$ cat src/rtl/dl_port_pkg.sv
// Shared types and defaults for the toggle-handshake port responder:
// address/queue sizing, FSM state encoding and the queued request layout.
package dl_port_pkg;

    localparam int DL_AW    = 23;
    localparam int DL_DEPTH = 4;

    typedef enum logic [1:0] {
        IDLE = 2'd0,
        BUSY = 2'd1,
        NOP  = 2'd2
    } state_t;

    typedef struct packed {
        logic [DL_AW-1:0] a;
        logic [1:0]       ds;
        logic             we;
        logic [15:0]      d;
    } req_t;

endpackage

$ cat src/rtl/dl_req_fifo.sv
// Request queue between the toggle detector and the memory FSM.
// Pointers carry one extra wrap bit so full and empty are distinguishable.
module dl_req_fifo
    import dl_port_pkg::*;
#(
    parameter int DEPTH = DL_DEPTH
) (
    input  logic i_clk,
    input  logic i_rst_n,
    input  logic i_push,
    input  req_t i_data,
    input  logic i_pop,
    output req_t o_head,
    output logic o_full,
    output logic o_empty
);

    localparam int PW = $clog2(DEPTH);

    logic [PW:0] r_wr;
    logic [PW:0] r_rd;
    req_t        r_mem [DEPTH];
    logic        w_do_push;
    logic        w_do_pop;

    assign o_empty = (r_wr == r_rd);
    assign o_full  = (r_wr[PW-1:0] == r_rd[PW-1:0]) && (r_wr[PW] != r_rd[PW]);

    // A pop in the same cycle frees the slot, so a push while full is still taken.
    assign w_do_push = i_push && (!o_full || i_pop);
    assign w_do_pop  = i_pop && !o_empty;

    assign o_head = r_mem[r_rd[PW-1:0]];

    always_ff @(posedge i_clk or negedge i_rst_n) begin
        if (!i_rst_n) begin
            r_wr <= '0;
            r_rd <= '0;
        end else begin
            if (w_do_push) r_wr <= r_wr + (PW+1)'(1);
            if (w_do_pop)  r_rd <= r_rd + (PW+1)'(1);
        end
    end

    always_ff @(posedge i_clk) begin
        if (w_do_push) r_mem[r_wr[PW-1:0]] <= i_data;
    end

endmodule

$ cat src/rtl/dl_port_responder.sv
// Toggle-handshake port to level-handshake memory bridge. Port toggles are
// queued, then issued one at a time; each retirement flips port_ack.
module dl_port_responder
    import dl_port_pkg::*;
#(
    parameter int AW    = DL_AW,
    parameter int DEPTH = DL_DEPTH
) (
    input  logic          clk_mem,
    input  logic          reset_n,
    input  logic          port_req,
    input  logic [AW-1:0] port_a,
    input  logic [1:0]    port_ds,
    input  logic          port_we,
    input  logic [15:0]   port_d,
    output logic          port_ack,
    output logic [15:0]   port_q,
    output logic          mem_req,
    output logic          mem_we,
    output logic [AW-1:0] mem_addr,
    output logic [1:0]    mem_be,
    output logic [15:0]   mem_d,
    input  logic          mem_ready,
    input  logic [15:0]   mem_q,
    output logic          busy,
    output logic          overflow
);

    state_t        r_state;
    state_t        w_next;
    logic          r_primed;
    logic          r_req_seen;
    logic          r_port_ack;
    logic [15:0]   r_port_q;
    logic          r_mem_req;
    logic          r_mem_we;
    logic [AW-1:0] r_mem_addr;
    logic [1:0]    r_mem_be;
    logic [15:0]   r_mem_d;
    logic          r_overflow;

    logic          w_seen;
    logic          w_push;
    logic          w_pop;
    logic          w_drop;
    logic          w_ack_flip;
    logic          w_full;
    logic          w_empty;
    req_t          w_req;
    req_t          w_head;

    // r_primed stays low for the first cycle after reset so a stale high
    // port_req is absorbed into r_req_seen rather than seen as a toggle.
    assign w_seen = r_primed && (port_req != r_req_seen);
    assign w_req  = {port_a, port_ds, port_we, port_d};
    assign w_push = w_seen && (!w_full || w_pop);
    assign w_drop = w_seen && w_full && !w_pop;

    always_ff @(posedge clk_mem or negedge reset_n) begin
        if (!reset_n) begin
            r_primed   <= 1'b0;
            r_req_seen <= 1'b0;
        end else begin
            r_primed   <= 1'b1;
            r_req_seen <= port_req;
        end
    end

    dl_req_fifo #(
        .DEPTH (DEPTH)
    ) u_fifo (
        .i_clk   (clk_mem),
        .i_rst_n (reset_n),
        .i_push  (w_push),
        .i_data  (w_req),
        .i_pop   (w_pop),
        .o_head  (w_head),
        .o_full  (w_full),
        .o_empty (w_empty)
    );

    always_ff @(posedge clk_mem or negedge reset_n) begin
        if (!reset_n) r_state <= IDLE;
        else          r_state <= w_next;
    end

    always_comb begin
        w_next     = r_state;
        w_pop      = 1'b0;
        w_ack_flip = 1'b0;
        case (r_state)
            IDLE: begin
                if (!w_empty) begin
                    w_pop  = 1'b1;
                    w_next = (w_head.ds == 2'b00) ? NOP : BUSY;
                end
            end
            BUSY: begin
                if (mem_ready) begin
                    w_ack_flip = 1'b1;
                    w_next     = IDLE;
                end
            end
            NOP: begin
                w_ack_flip = 1'b1;
                w_next     = IDLE;
            end
            default: w_next = IDLE;
        endcase
    end

    always_ff @(posedge clk_mem or negedge reset_n) begin
        if (!reset_n) begin
            r_port_ack <= 1'b0;
            r_port_q   <= '0;
            r_mem_req  <= 1'b0;
            r_mem_we   <= 1'b0;
            r_mem_addr <= '0;
            r_mem_be   <= '0;
            r_mem_d    <= '0;
            r_overflow <= 1'b0;
        end else begin
            if (w_pop) begin
                r_mem_addr <= w_head.a;
                r_mem_be   <= w_head.ds;
                r_mem_we   <= w_head.we;
                r_mem_d    <= w_head.we ? w_head.d : 16'h0000;
                r_mem_req  <= (w_head.ds != 2'b00);
            end
            if (r_state == BUSY && mem_ready) begin
                r_mem_req <= 1'b0;
                if (!r_mem_we) r_port_q <= mem_q;
            end
            if (w_ack_flip) r_port_ack <= ~r_port_ack;
            if (w_drop)     r_overflow <= 1'b1;
        end
    end

    assign port_ack = r_port_ack;
    assign port_q   = r_port_q;
    assign mem_req  = r_mem_req;
    assign mem_we   = r_mem_we;
    assign mem_addr = r_mem_addr;
    assign mem_be   = r_mem_be;
    assign mem_d    = r_mem_d;
    assign overflow = r_overflow;
    assign busy     = !w_empty || (r_state != IDLE);

endmodule

$ cat config.mk
export PLATFORM = sky130hd
export DESIGN_NAME = dl_port_responder
export DESIGN_NICKNAME = d
export VERILOG_FILES = /design/src/rtl/dl_port_pkg.sv /design/src/rtl/dl_req_fifo.sv /design/src/rtl/dl_port_responder.sv
export SDC_FILE = /design/constraint.sdc
export NUM_CORES = 1
export LEC_CHECK = 0
export BUFFER_PORTS_ARGS = -buffer_cell sky130_fd_sc_hd__buf_2
export CAP_MARGIN = 15
export CORE_UTILIZATION = 31
export CTS_CLUSTER_SIZE = 20
export DETAILED_ROUTE_END_ITERATION = 16
export SLEW_MARGIN = 20
export SYNTH_ARGS = -nofsm -noshare
export SYNTH_HDL_FRONTEND = slang
export SYNTH_SLANG_ARGS = --single-unit
$ cat constraint.sdc
create_clock -name clk_mem -period 11.35 [get_ports clk_mem]
set_clock_uncertainty 0.1 [all_clocks]
set_input_delay 2.27 -clock clk_mem [delete_from_list [all_inputs] [get_ports clk_mem]]
set_output_delay 2.27 -clock clk_mem [all_outputs]
set_load 0.05 [all_outputs]
After elaboration in Yosys (flattened, before gate mapping)
Memory sizes are Yosys's and may differ from the RTL's. Cells that the tools add are included.

Flip-flop bits (word level): 71. Memory bits (writable): 168. Bits of input ports: 62. Word-level logic and storage cells: 59. Memories: 1.

Add/subtract/negate cells: 2. Eq/ne operators: 8. Mux-type cells: 13. Bitwise gates (word level): 2. Reduce and logical (&&, ||, !) cells: 20.

Memories: u_fifo.r_mem (words 4, width 42, rd ports 1, clocked after memory_dff 0, wr ports 1, line dl_req_fifo.sv:22) `req_t r_mem [DEPTH];`.

Operators by type and width (number): two-way mux 16 bit (1); logical AND 1 bit (8); two-way mux 1 bit (7); adder 3 x 1 -> 3 bit (second input constant) (2); two-way mux 2 bit (3); nonzero test 2 bit (3); logical NOT 2 bit (2); != test 2 bit (second input constant) (2); case mux 2 bit (2 select lines) (1); AND reduction 2 bit (2); equality test 3 bit (1); logical NOT 1 bit (3); equality test 2 x 1 -> 1 bit (second input constant) (1); equality test 2 bit (1); equality test 2 bit (second input constant) (1); logical OR 1 bit (2); != test 1 bit (2); inverter 1 bit (2); case mux 1 bit (2 select lines) (1).

Logic depth before layout (Yosys ltp)
Gate-level depths: netlist of the first run.

Depth after elaboration: 8. Depth in mapped cells: 7. Depth with buffers taken out: 6.

Hierarchy
Synthesis of the first run repeated with hierarchy kept, for this count alone.

Cells, all modules: 512. Area total of the unflattened synthesis: 9111.2 um^2.

By module, submodules not included: dl_req_fifo (times used 1, cells each 266, area each 6503.7 um^2); dl_port_responder (times used 1, cells each 246, area each 2607.5 um^2).

Worst setup path before layout of the first run
Ideal clock, no wire load.

Path type: input to register. Start point: input port port_req. End point: memory u_fifo.r_mem[3][0] (netlist bit) (enable). Setup time: 507 ps. Arrival: 5718 ps. Required time: 10743 ps. Path slack: 5025 ps. Stages: 3. Cell sequence: xor2_1 -> nand2_1 -> nor3b_1.

Word-level cells in the longest chain between the ends: 6.

RTL lines: from (decl) (line dl_port_responder.sv:11) `input logic port_req,`; != test 1 bit (line dl_port_responder.sv:54) `assign w_seen = r_primed && (port_req != r_req_seen);`; logical AND 1 bit (line dl_port_responder.sv:54); logical AND 1 bit (line dl_port_responder.sv:56) `assign w_push = w_seen && (!w_full || w_pop);`; logical AND 1 bit (line dl_req_fifo.sv:30) `assign w_do_push = i_push && (!o_full || i_pop);`; two-way mux 1 bit (line dl_req_fifo.sv:46) `if (w_do_push) r_mem[r_wr[PW-1:0]] <= i_data;`; two-way mux 1 bit (not written as such) (line dl_req_fifo.sv:46); to (decl) (line dl_req_fifo.sv:22).

No other way between the ends.

Final worst setup path of the first run
Start point: register u_fifo.r_rd[0]. End point: output port busy.

Word-level cells in the longest chain between the ends: 3.

RTL lines: from (decl) (line dl_req_fifo.sv:21) `logic [PW:0] r_rd;`; from (signal assigned) (line dl_req_fifo.sv:41) `if (w_do_pop) r_rd <= r_rd + (PW+1)'(1);`; equality test 3 bit (line dl_req_fifo.sv:26) `assign o_empty = (r_wr == r_rd);`; logical NOT 1 bit (line dl_port_responder.sv:147) `assign busy = !w_empty || (r_state != IDLE);`; logical OR 1 bit (line dl_port_responder.sv:147); to (decl) (line dl_port_responder.sv:25) `output logic busy,`.

No other way between the ends.

==> impl_metrics.tcl, run 1 <==
set metrics [dict create \
    finalCriticalPeriod_ns 5.10 \
    port_buffers 123 \
    cts_resized 0 \
    core.rowCount 62 \
    seq_area_frac_synth_pct 75.8 \
    grt_max_degree 72 \
    grt_pass1_vias 4842 \
    dpl.hpwl_um 11100 \
    holdPathStages 1 \
    start_util_pct 31.5 \
    drt_iter0_markers 200 \
    postSynthCellCount 446 \
    seqCellArea_sq_um 6830 \
    utilization_pct 37.9 \
    path_cells "xor2_1 > nor3_1 > nand2_1 > buf_2" \
    ir_drop_mv 0.105 \
    clk_pin_slew_worst_paths_ns 0.06 \
    chipHeight_um 172 \
    critPathCaptureType "output pin" \
    dr.pass1.iters 4 \
    synth-edff-count 168 \
    hold_viol 0 \
    powerDensity_nw_per_um2 300 \
    grt_usage_pct 12.0 \
    grt_remaining_overflow 0 \
    area_delta_synth_final_pct 20.5 \
    p_int_w 0.00205 \
    p_sw_share_pct 37.0 \
    wirelength_um 17400 \
    rr_worst_depth 4 \
    multiInputGateArea_sq_um 2000 \
    clkPwrFrac_pct 24.3 \
    cts_made_buffers 25 \
    finalCritPeriodShare_pct 44.9 \
    async_flop_share_pct 29.7 \
    core_sq_um 28600 \
    synth_ff_type "edfxtp_1" \
    rsz0062_at_grt "no" \
    cts_max_level 1 \
    crit_required_ns 8.98 \
    cts_setup_buffers 0 \
    pwr-share-comb_pct 36.9 \
    maxCapViolations 0 \
    reg2reg_from "u_fifo.r_rd[0]$_DFFE_PN0P_" \
    status "finished clean" \
    path_buf_inv 1 \
    insertion_delay_ns 0.50 \
    gp_congestion 0.667 \
    finalSetupViolations 0 \
    drc 0 \
    wl_per_cell_um 17.7 \
    start_kind "flip-flop" \
    yosysWarnings 0 \
    vias 4399 \
    cts-root-buf "clkbuf_16" \
    via_per_inst 4.46 \
    p_leak_nw 4.07 \
    grt_pass1_wl_um 26800 \
    synthesis.area_sq_um 9000 \
    ios 124 \
    cts_hold_buf 0 \
    final_antenna_net_count 0 \
    whs_endpoint "port_ack$_DFFE_PN0P_" \
    max_stage_delay_ns 1.03 \
    net-switching-power_w 0.00120 \
    syn_avg_cell_area_sq_um 20.2 \
    fmax_mhz 196 \
    antenna_found_initial 5 \
    r2r_slack_ns 8.29 \
    fp.dieW_um 172 \
    setup-tns-final_ns 0 \
    path_max_fanout 46 \
    timing.rr.end "u_fifo.r_mem[0][40]$_DFFE_PP_" \
    dieArea_sq_um 29700 \
    seq_power_share_pct 38.8 \
    tightest_slew_ns 0.999 \
    crit_family "flip-flops" \
    drive_gt1_share_pct 43.1 \
    yosysUniqueCellTypes 31 \
    cts_sinks 239 \
    cp.arrival_ns 2.73 \
    drv_slew 0 \
    crit_slowest_cell "dfrtp_4" \
    path_class "reg -> out" \
    clockBufferDepth 3 \
    ys_ff_latch 239 \
    holdCritPathClass "reg -> reg" \
    cts_tree "built" \
    relSlewSlack_pct 33.4 \
    min_from "port_ack$_DFFE_PN0P_" \
    fin_nets 651 \
    synth_nets 516 \
    fillers 2623 \
]
worst max-delay path by stage:
stage,startpoint,endpoint,cells after the start
2_1_floorplan,port_req,u_fifo.r_mem[3][0]$_DFFE_PP_,3
3_3_place_gp,u_fifo.r_rd[0]$_DFFE_PN0P_,busy,4
4_1_cts,u_fifo.r_rd[0]$_DFFE_PN0P_,busy,4
6_report,u_fifo.r_rd[0]$_DFFE_PN0P_,busy,4
3_5_place_dp,u_fifo.r_rd[0]$_DFFE_PN0P_,busy,4
5_1_grt,u_fifo.r_rd[0]$_DFFE_PN0P_,busy,4
per-stage QoR:
step,area [sq um],setup slack [ns],hold WS (ns),power (W),instances
final,10900,6.25,0.369,0.00326,987
after global routing,10800,6.04,0.394,0.00344,983
after CTS,10800,6.19,0.371,0.00331,982
after detailed placement,10000,6.73,0.364,0.00251,938
after global placement,10000,6.71,0.359,0.00247,938
after floorplan,9000,5.03,0.360,0.00222,446
registers in the layout, summed over array words and instances, names as in the netlist:
name	cells
u_fifo.r_wr	3
r_req_seen	1
r_state	2
port_ack	1
mem_req	1
u_fifo.r_mem	168
u_fifo.r_rd	3
overflow	1
mem_we	1
port_q	16
r_primed	1
mem_be	2
mem_d	16
mem_addr	23
power by group through the flow:
stage	Sequential, W	Combinational, W	Clock (W)
6_report	0.00126	0.00120	0.000793
5_1_grt	0.00130	0.00129	0.000853
4_1_cts	0.00127	0.00122	0.000818
3_5_place_dp	0.00129	0.00122	0
3_3_place_gp	0.00128	0.00120	0
2_1_floorplan	0.00159	0.000630	0
layout by cell type (no fill, tap or decap), drive strengths merged:
cell      n
edfxtp  168
buf     127
dfrtp    71
mux2     44
mux4     41
clkbuf   34
inv      22
nand2    21
o31ai    18
ha        8
clkinv    7
xor2      6
diode     5
and2      4
o21ai     4
nor2      3
nor3      3
xnor2     3
bufinv    3
nor4b     1
nor3b     1
nand2b    1
a31o      1
nor4      1
a311o     1
or2       1
a21oi     1
mux2i     1
a31oi     1
conb      1
area by class of cell:
| type | count | area share [%] |
|---|---|---|
| Sequential cell | 239 | 62.9 |
| Inverter | 22 | 0.761 |
| Multi-Input combinational cell | 166 | 18.4 |
| Clock buffer | 34 | 6.17 |
| Timing Repair Buffer | 127 | 5.97 |
| Tap cell | 384 | 4.43 |
| Clock inverter | 10 | 1.25 |
| Antenna cell | 5 | 0.115 |
layer usage:
layer	vias to the layer above	GRT usage (%)	wire (um)
li1	2005	-	-
met1	2264	14.1	7140
met2	102	21.4	8730
met3	26	3.71	1270
met4	2	2.85	276
met5	-	0	14
worst register-to-register path: stages, from the launching register on:
cell     delay (ns)
dfrtp_4        1.03
xor2_1         0.43
nor4b_2        0.13
nor2_1         0.33
and2_4         0.65
synth_stat cells, types with 4 or more instances:
cell | number | share of area (%)
xor2_1 | 6 | 0.58
and2_1 | 4 | 0.28
ha_1 | 8 | 1.1
clkbuf_1 | 5 | 0.21
buf_6 | 4 | 0.50
dfrtp_1 | 71 | 20
o31ai_1 | 17 | 1.4
mux4_2 | 41 | 10
inv_1 | 22 | 0.92
nand2_1 | 21 | 0.88
mux2_2 | 44 | 5.5
buf_2 | 8 | 0.44
edfxtp_1 | 168 | 56
cell families (layout without fill, tap and decap cells):
| group | count (synthesis) | in the layout | synth area share (%) |
|---|---|---|---|
| AOI/OAI and AO/OA | 26 | 26 | 2.21 |
| xor gates and xnor gates | 9 | 9 | 0.875 |
| adders and majority gates | 8 | 8 | 1.11 |
| buffers and inverters | 41 | 193 | 2.24 |
| DFF | 239 | 239 | 75.8 |
| muxes | 86 | 86 | 15.9 |
| other | 1 | 6 | 0.0416 |
| and+or+nand+nor | 36 | 36 | 1.90 |
Power figures use the tool's default switching activity.
==> run 2, diff against run 1 <==
--- a/config.mk
+++ b/config.mk
@@ -5,6 +5,7 @@
 export SDC_FILE = /design/constraint.sdc
 export NUM_CORES = 1
 export LEC_CHECK = 0
+export ABC_AREA = 1
 export BUFFER_PORTS_ARGS = -buffer_cell sky130_fd_sc_hd__buf_2
 export CAP_MARGIN = 15
 export CORE_UTILIZATION = 31
==> constraint.sdc (replaced) <==
create_clock -name clk_mem -period 5.3 [get_ports clk_mem]
set_clock_uncertainty 0.1 [all_clocks]
set_input_delay 1.06 -clock clk_mem [delete_from_list [all_inputs] [get_ports clk_mem]]
set_output_delay 1.06 -clock clk_mem [all_outputs]
set_load 0.05 [all_outputs]
==> impl_metrics.tcl, run 2 <==
set metrics [dict create \
    status "finished clean" \
    vias 5769 \
    powerDensity_nw_per_um2 634 \
    path_max_fanout 45 \
    min_from "overflow$_DFFE_PN0P_" \
    crit_start "u_fifo.r_rd[1]$_DFFE_PN0P_" \
    p_leak_nw 4.58 \
    setup-tns-final_ns 0 \
    clk_pin_slew_worst_paths_ns 0.06 \
    reg2reg_from "u_fifo.r_rd[1]$_DFFE_PN0P_" \
    final_antenna_net_count 0 \
    mostFrequentLayoutCells "nand2_1 (236), edfxtp_1 (168), buf_2 (122)" \
    cts_tree "built" \
    dieArea_sq_um 31100 \
    cp.arrival_ns 2.60 \
    path_class "reg -> out" \
    fin_nets 954 \
    drt_iter0_markers 352 \
    grt_remaining_overflow 0 \
    cts-root-buf "clkbuf_16" \
    syn_avg_cell_area_sq_um 12.3 \
    fmax_mhz 266 \
    finalSetupViolations 0 \
    maxCapViolations 0 \
    mostFrequentLayoutCell "nand2_1" \
    finalCritPeriodShare_pct 70.9 \
    grt_pass1_vias 5768 \
    yosysMostFrequentCell "nand2_1" \
    rr_worst_depth 7 \
    synthTopCellsByCount "nand2_1 (236), edfxtp_1 (168), dfrtp_1 (71), nor2_1 (59), o21ai_0 (51)" \
    r2r_slack_ns 1.63 \
    grt_max_degree 102 \
    seq_area_frac_synth_pct 72.5 \
    largest_register_ffs 168 \
    finalCriticalPeriod_ns 3.76 \
    drive_gt1_share_pct 22.8 \
    antenna_found_initial 5 \
    gp_congestion 0.736 \
    area_delta_synth_final_pct 19.0 \
    hold_viol 0 \
    netlist.area_leader.share_pct 53.6 \
    core.rowCount 63 \
    ios 124 \
    yosysWarnings 0 \
    dpl_cell_area_sq_um 10400 \
    cts_made_buffers 25 \
    critPathCaptureType "output pin" \
    cts_sinks 239 \
    holdCritPathClass "reg -> reg" \
    synth_ff_type "edfxtp_1" \
    cts_resized 0 \
    cts_setup_buffers 0 \
    synth_largest_area_cell "edfxtp_1" \
    grt_pass1_wl_um 31700 \
    start_util_pct 31.6 \
    relSlewSlack_pct 30.2 \
    ir_drop_mv 0.303 \
    ys_ff_latch 239 \
    fillers 2914 \
    synth_nets 834 \
    chipHeight_um 176 \
    wirelength_um 20000 \
    synth-edff-count 168 \
    start_kind "flip-flop" \
    whs_endpoint "overflow$_DFFE_PN0P_" \
    tightest_slew_ns 1.05 \
    via_per_inst 4.45 \
    grt_usage_pct 12.9 \
    drv_slew 0 \
    drc 0 \
    core_sq_um 29800 \
    async_flop_share_pct 29.7 \
    timing.rr.end "u_fifo.r_mem[3][41]$_DFFE_PP_" \
    cts_hold_buf 0 \
    cts_max_level 1 \
    synthesis.area_sq_um 9410 \
    dr.pass1.iters 5 \
    yosysUniqueCellTypes 27 \
    synth.top_cells.by_area "edfxtp_1 (54%), dfrtp_1 (19%), nand2_1 (9.4%)" \
    holdPathStages 2 \
    postLayoutCellArea_sq_um 11200 \
    crit_required_ns 4.14 \
    clockBufferDepth 3 \
    insertion_delay_ns 0.52 \
    dpl.hpwl_um 12200 \
    wl_per_cell_um 15.4 \
    rsz0062_at_grt "no" \
    port_buffers 123 \
    fp.dieW_um 176 \
    postSynthCellCount 764 \
]
==> run 2: critical path, cell delays in order (launching register included) <==
cell     delay [ns]
dfrtp_2        0.93
inv_4          0.41
nand2_2        0.18
nand2_2        0.10
nand4_1        0.12
buf_2          0.29
==> run 2: worst max-delay path by stage <==
stage / end / depth (start not counted) / slack (ns)
after floorplan: u_fifo.r_mem[0][0]$_DFFE_PP_ / 5 / 1.46
after global placement: u_fifo.r_mem[3][10]$_DFFE_PP_ / 7 / 1.66
after detailed placement: u_fifo.r_mem[3][13]$_DFFE_PP_ / 7 / 1.61
after CTS: busy / 5 / 1.53
after global routing: u_fifo.r_mem[3][41]$_DFFE_PP_ / 7 / 1.41
final: busy / 5 / 1.54
==> run 2: cell families after synthesis <==
logic type | synth area share, %
AND/OR/NAND/NOR | 13.3
flip-flops | 72.5
AO/OA/AOI/OAI | 6.88
buffers and inverters | 3.96
multiplexers | 1.91
adder cells (fa/ha/maj) | 1.06
XOR/XNOR | 0.372
other | 0.0398
==> run 2: routing by layer <==
| layer | global-route usage (%) | share of wire, % | vias up |
|---|---|---|---|
| li1 | - | - | 2873 |
| met1 | 16.5 | 44 | 2768 |
| met2 | 21.9 | 49 | 105 |
| met3 | 2.91 | 5.2 | 21 |
| met4 | 3.30 | 1.4 | 2 |
| met5 | 0 | 0.060 | - |
==> run 2: layout make-up <==
class | count | area (sq um) | area share, %
diodes | 4 | 10.0 | 0.0893
clock buffers | 37 | 691 | 6.16
clock inverters | 9 | 124 | 1.11
inverters | 34 | 135 | 1.21
multi-input cells | 454 | 2250 | 20.1
flip-flops and latches | 239 | 6830 | 60.9
well taps | 390 | 488 | 4.35
repair buffers | 130 | 683 | 6.10
==> run 2: stage by stage <==
step | power, W | setup slack, ns | std cells | util, % | hold WS, ns
after floorplan | 0.00485 | 1.46 | 764 | - | 0.367
after global routing | 0.00758 | 1.41 | 1293 | 37.6 | 0.399
final | 0.00711 | 1.54 | 1297 | 37.6 | 0.367
after CTS | 0.00722 | 1.53 | 1292 | 37.5 | 0.368
after detailed placement | 0.00545 | 1.61 | 1246 | 34.8 | 0.353
after global placement | 0.00541 | 1.66 | 1246 | 34.8 | 0.345
==> run 2: power breakdown <==
group          leakage, nW  switching [W]  internal [W]  total (W)
Combinational         1.79        0.00204      0.000694    0.00273
Sequential            2.40       0.000212       0.00243    0.00264
Clock                0.394       0.000691       0.00105    0.00174
Total                 4.58        0.00294       0.00417    0.00711
==> run 3, diff against run 2 <==
==> constraint.sdc (replaced) <==
create_clock -name clk_mem -period 3.1 [get_ports clk_mem]
set_clock_uncertainty 0.1 [all_clocks]
set_input_delay 0.62 -clock clk_mem [delete_from_list [all_inputs] [get_ports clk_mem]]
set_output_delay 0.62 -clock clk_mem [all_outputs]
set_load 0.05 [all_outputs]
==> impl_metrics.tcl, run 3 (synthesis results as in run 2) <==
set metrics [dict create \
    status "finished, violations left" \
    area_delta_synth_final_pct 20.1 \
    critPathCaptureType "output pin" \
    cts_resized 0 \
    cts_sinks 239 \
    met2_usage_pct 22.7 \
    rsz0062_at_grt "no" \
    via_per_inst 4.47 \
    utilization_pct 37.9 \
    clkPwrFrac_pct 25.0 \
    grt_max_degree 70 \
    p_leak_nw 4.63 \
    relSlewSlack_pct 52.6 \
    use_met1_pct 17.2 \
    vias 5839 \
    busiest_layer "met2" \
    fp.dieW_um 176 \
    start_util_pct 31.6 \
    drc 0 \
    cp.arrival_ns 1.81 \
    grt_usage_pct 13.4 \
    grt_remaining_overflow 0 \
    maxCapViolations 0 \
    clockBufferDepth 3 \
    core.rowCount 63 \
    cts_made_buffers 26 \
    drv_slew 0 \
    crit_required_ns 2.38 \
    hold_viol 5 \
    finalSetupViolations 0 \
    core_sq_um 29800 \
    clk_pin_slew_worst_paths_ns 0.06 \
    gp_congestion 0.731 \
    path_max_fanout 33 \
    grt_pass1_wl_um 32400 \
    largest_register_ffs 168 \
    path_class "reg -> out" \
    start_kind "flip-flop" \
    power_w 0.0123 \
    dr.pass1.iters 4 \
    rr_worst_depth 7 \
    cts_hold_buf 0 \
    fillers 2895 \
    fin_hold_ws_ns -0.0181 \
    timing.rr.end "u_fifo.r_mem[1][6]$_DFFE_PP_" \
    grt_use_met3_pct 3.25 \
    cts_setup_buffers 0 \
    ir_drop_mv 0.406 \
    wl_per_cell_um 15.7 \
    seq_power_share_pct 36.4 \
    insertion_delay_ns 0.52 \
    reg2reg_from "r_state[0]$_DFFE_PN0P_" \
    drive_gt1_share_pct 23.9 \
    r2r_slack_ns 0.79 \
    final_antenna_net_count 0 \
    dpl.hpwl_um 12500 \
    net-switching-power_w 0.00510 \
    holdCritPathClass "in -> async" \
    port_buffers 123 \
    place_ws_ns 0.580 \
    tightest_slew_ns 0.711 \
    fmax_mhz 395 \
    p_sw_share_pct 41.3 \
    ios 124 \
    worst_slack_ns 0.566 \
    wirelength_um 20500 \
    finalCriticalPeriod_ns 2.53 \
    grt_pass1_vias 5879 \
    pwr-share-comb_pct 38.5 \
    seqCellArea_sq_um 6830 \
    multiInputGateArea_sq_um 2250 \
    violations "negative hold slack" \
    chipHeight_um 176 \
    p_int_w 0.00724 \
    dieArea_sq_um 31100 \
    cts-root-buf "clkbuf_16" \
    cts_tree "built" \
    mostFrequentLayoutCells "nand2_1 (236), edfxtp_1 (168), buf_2 (122)" \
    powerDensity_nw_per_um2 1090 \
    drt_iter0_markers 345 \
    antenna_found_initial 5 \
    finalCritPeriodShare_pct 81.8 \
    fin_nets 963 \
    mostFrequentLayoutCell "nand2_1" \
    cts_max_level 1 \
]
run 3: cell types whose count changed in the layout (fill, tap and decap cells not counted), moves of 2 or more:
cell and delta:
clkinvlp_4 +3, clkbuf_1 -3, clkbuf_16 +2, buf_4 +9
inv_6 -2
run 3: area by class of cell:
class,count,area share (%)
Antenna cell,3,0.0664
Clock buffer,35,6.33
Clock inverter,13,1.36
Inverter,34,1.20
Multi-Input combinational cell,454,19.9
Sequential cell,239,60.4
Tap cell,390,4.32
Timing Repair Buffer,138,6.46
run 3: through the flow:
stage | instance area, sq um | hold slack [ns] | setup TNS, ns | instances
2_1_floorplan | 9410 | 0.224 | -55.64 | 764
3_5_place_dp | 10400 | 0.353 | 0 | 1255
5_1_grt | 11300 | 0.00213 | 0 | 1303
4_1_cts | 11300 | 0.00132 | 0 | 1303
6_report | 11300 | -0.0181 | 0 | 1306
3_3_place_gp | 10400 | 0.349 | 0 | 1255
run 3: worst max-delay path by stage:
| stage | start | endpoint | depth (start not counted) |
|---|---|---|---|
| 6_report | u_fifo.r_rd[0]$_DFFE_PN0P_ | busy | 5 |
| 5_1_grt | u_fifo.r_rd[0]$_DFFE_PN0P_ | busy | 5 |
| 4_1_cts | u_fifo.r_rd[0]$_DFFE_PN0P_ | busy | 5 |
| 3_5_place_dp | port_req | u_fifo.r_mem[0][10]$_DFFE_PP_ | 7 |
| 3_3_place_gp | port_req | u_fifo.r_mem[0][10]$_DFFE_PP_ | 7 |
| 2_1_floorplan | r_state[0]$_DFFE_PN0P_ | u_fifo.r_mem[0][0]$_DFFE_PP_ | 6 |
run 3: power groups by stage:
stage	clock network (W)	logic, W	registers [W]
final	0.00309	0.00475	0.00449
after CTS	0.00317	0.00486	0.00450
after detailed placement	0	0.00485	0.00456
after floorplan	0	0.00255	0.00573
after global routing	0.00330	0.00530	0.00458
after global placement	0	0.00480	0.00454
run 3: worst max-delay path, cell delays in order (launching register included):
cell,delay [ns]
dfrtp_4,0.64
inv_2,0.06
nand2_1,0.09
nand2_2,0.08
nand4_1,0.13
buf_2,0.29
run 3: metal layers:
metal / part of all wire [%] / wire [um] / vias up
met5: 0.13 / 27 / -
met4: 1.3 / 259 / 4
met2: 48 / 9760 / 132
li1: - / - / 2874
met1: 45 / 9200 / 2805
met3: 6.0 / 1220 / 24
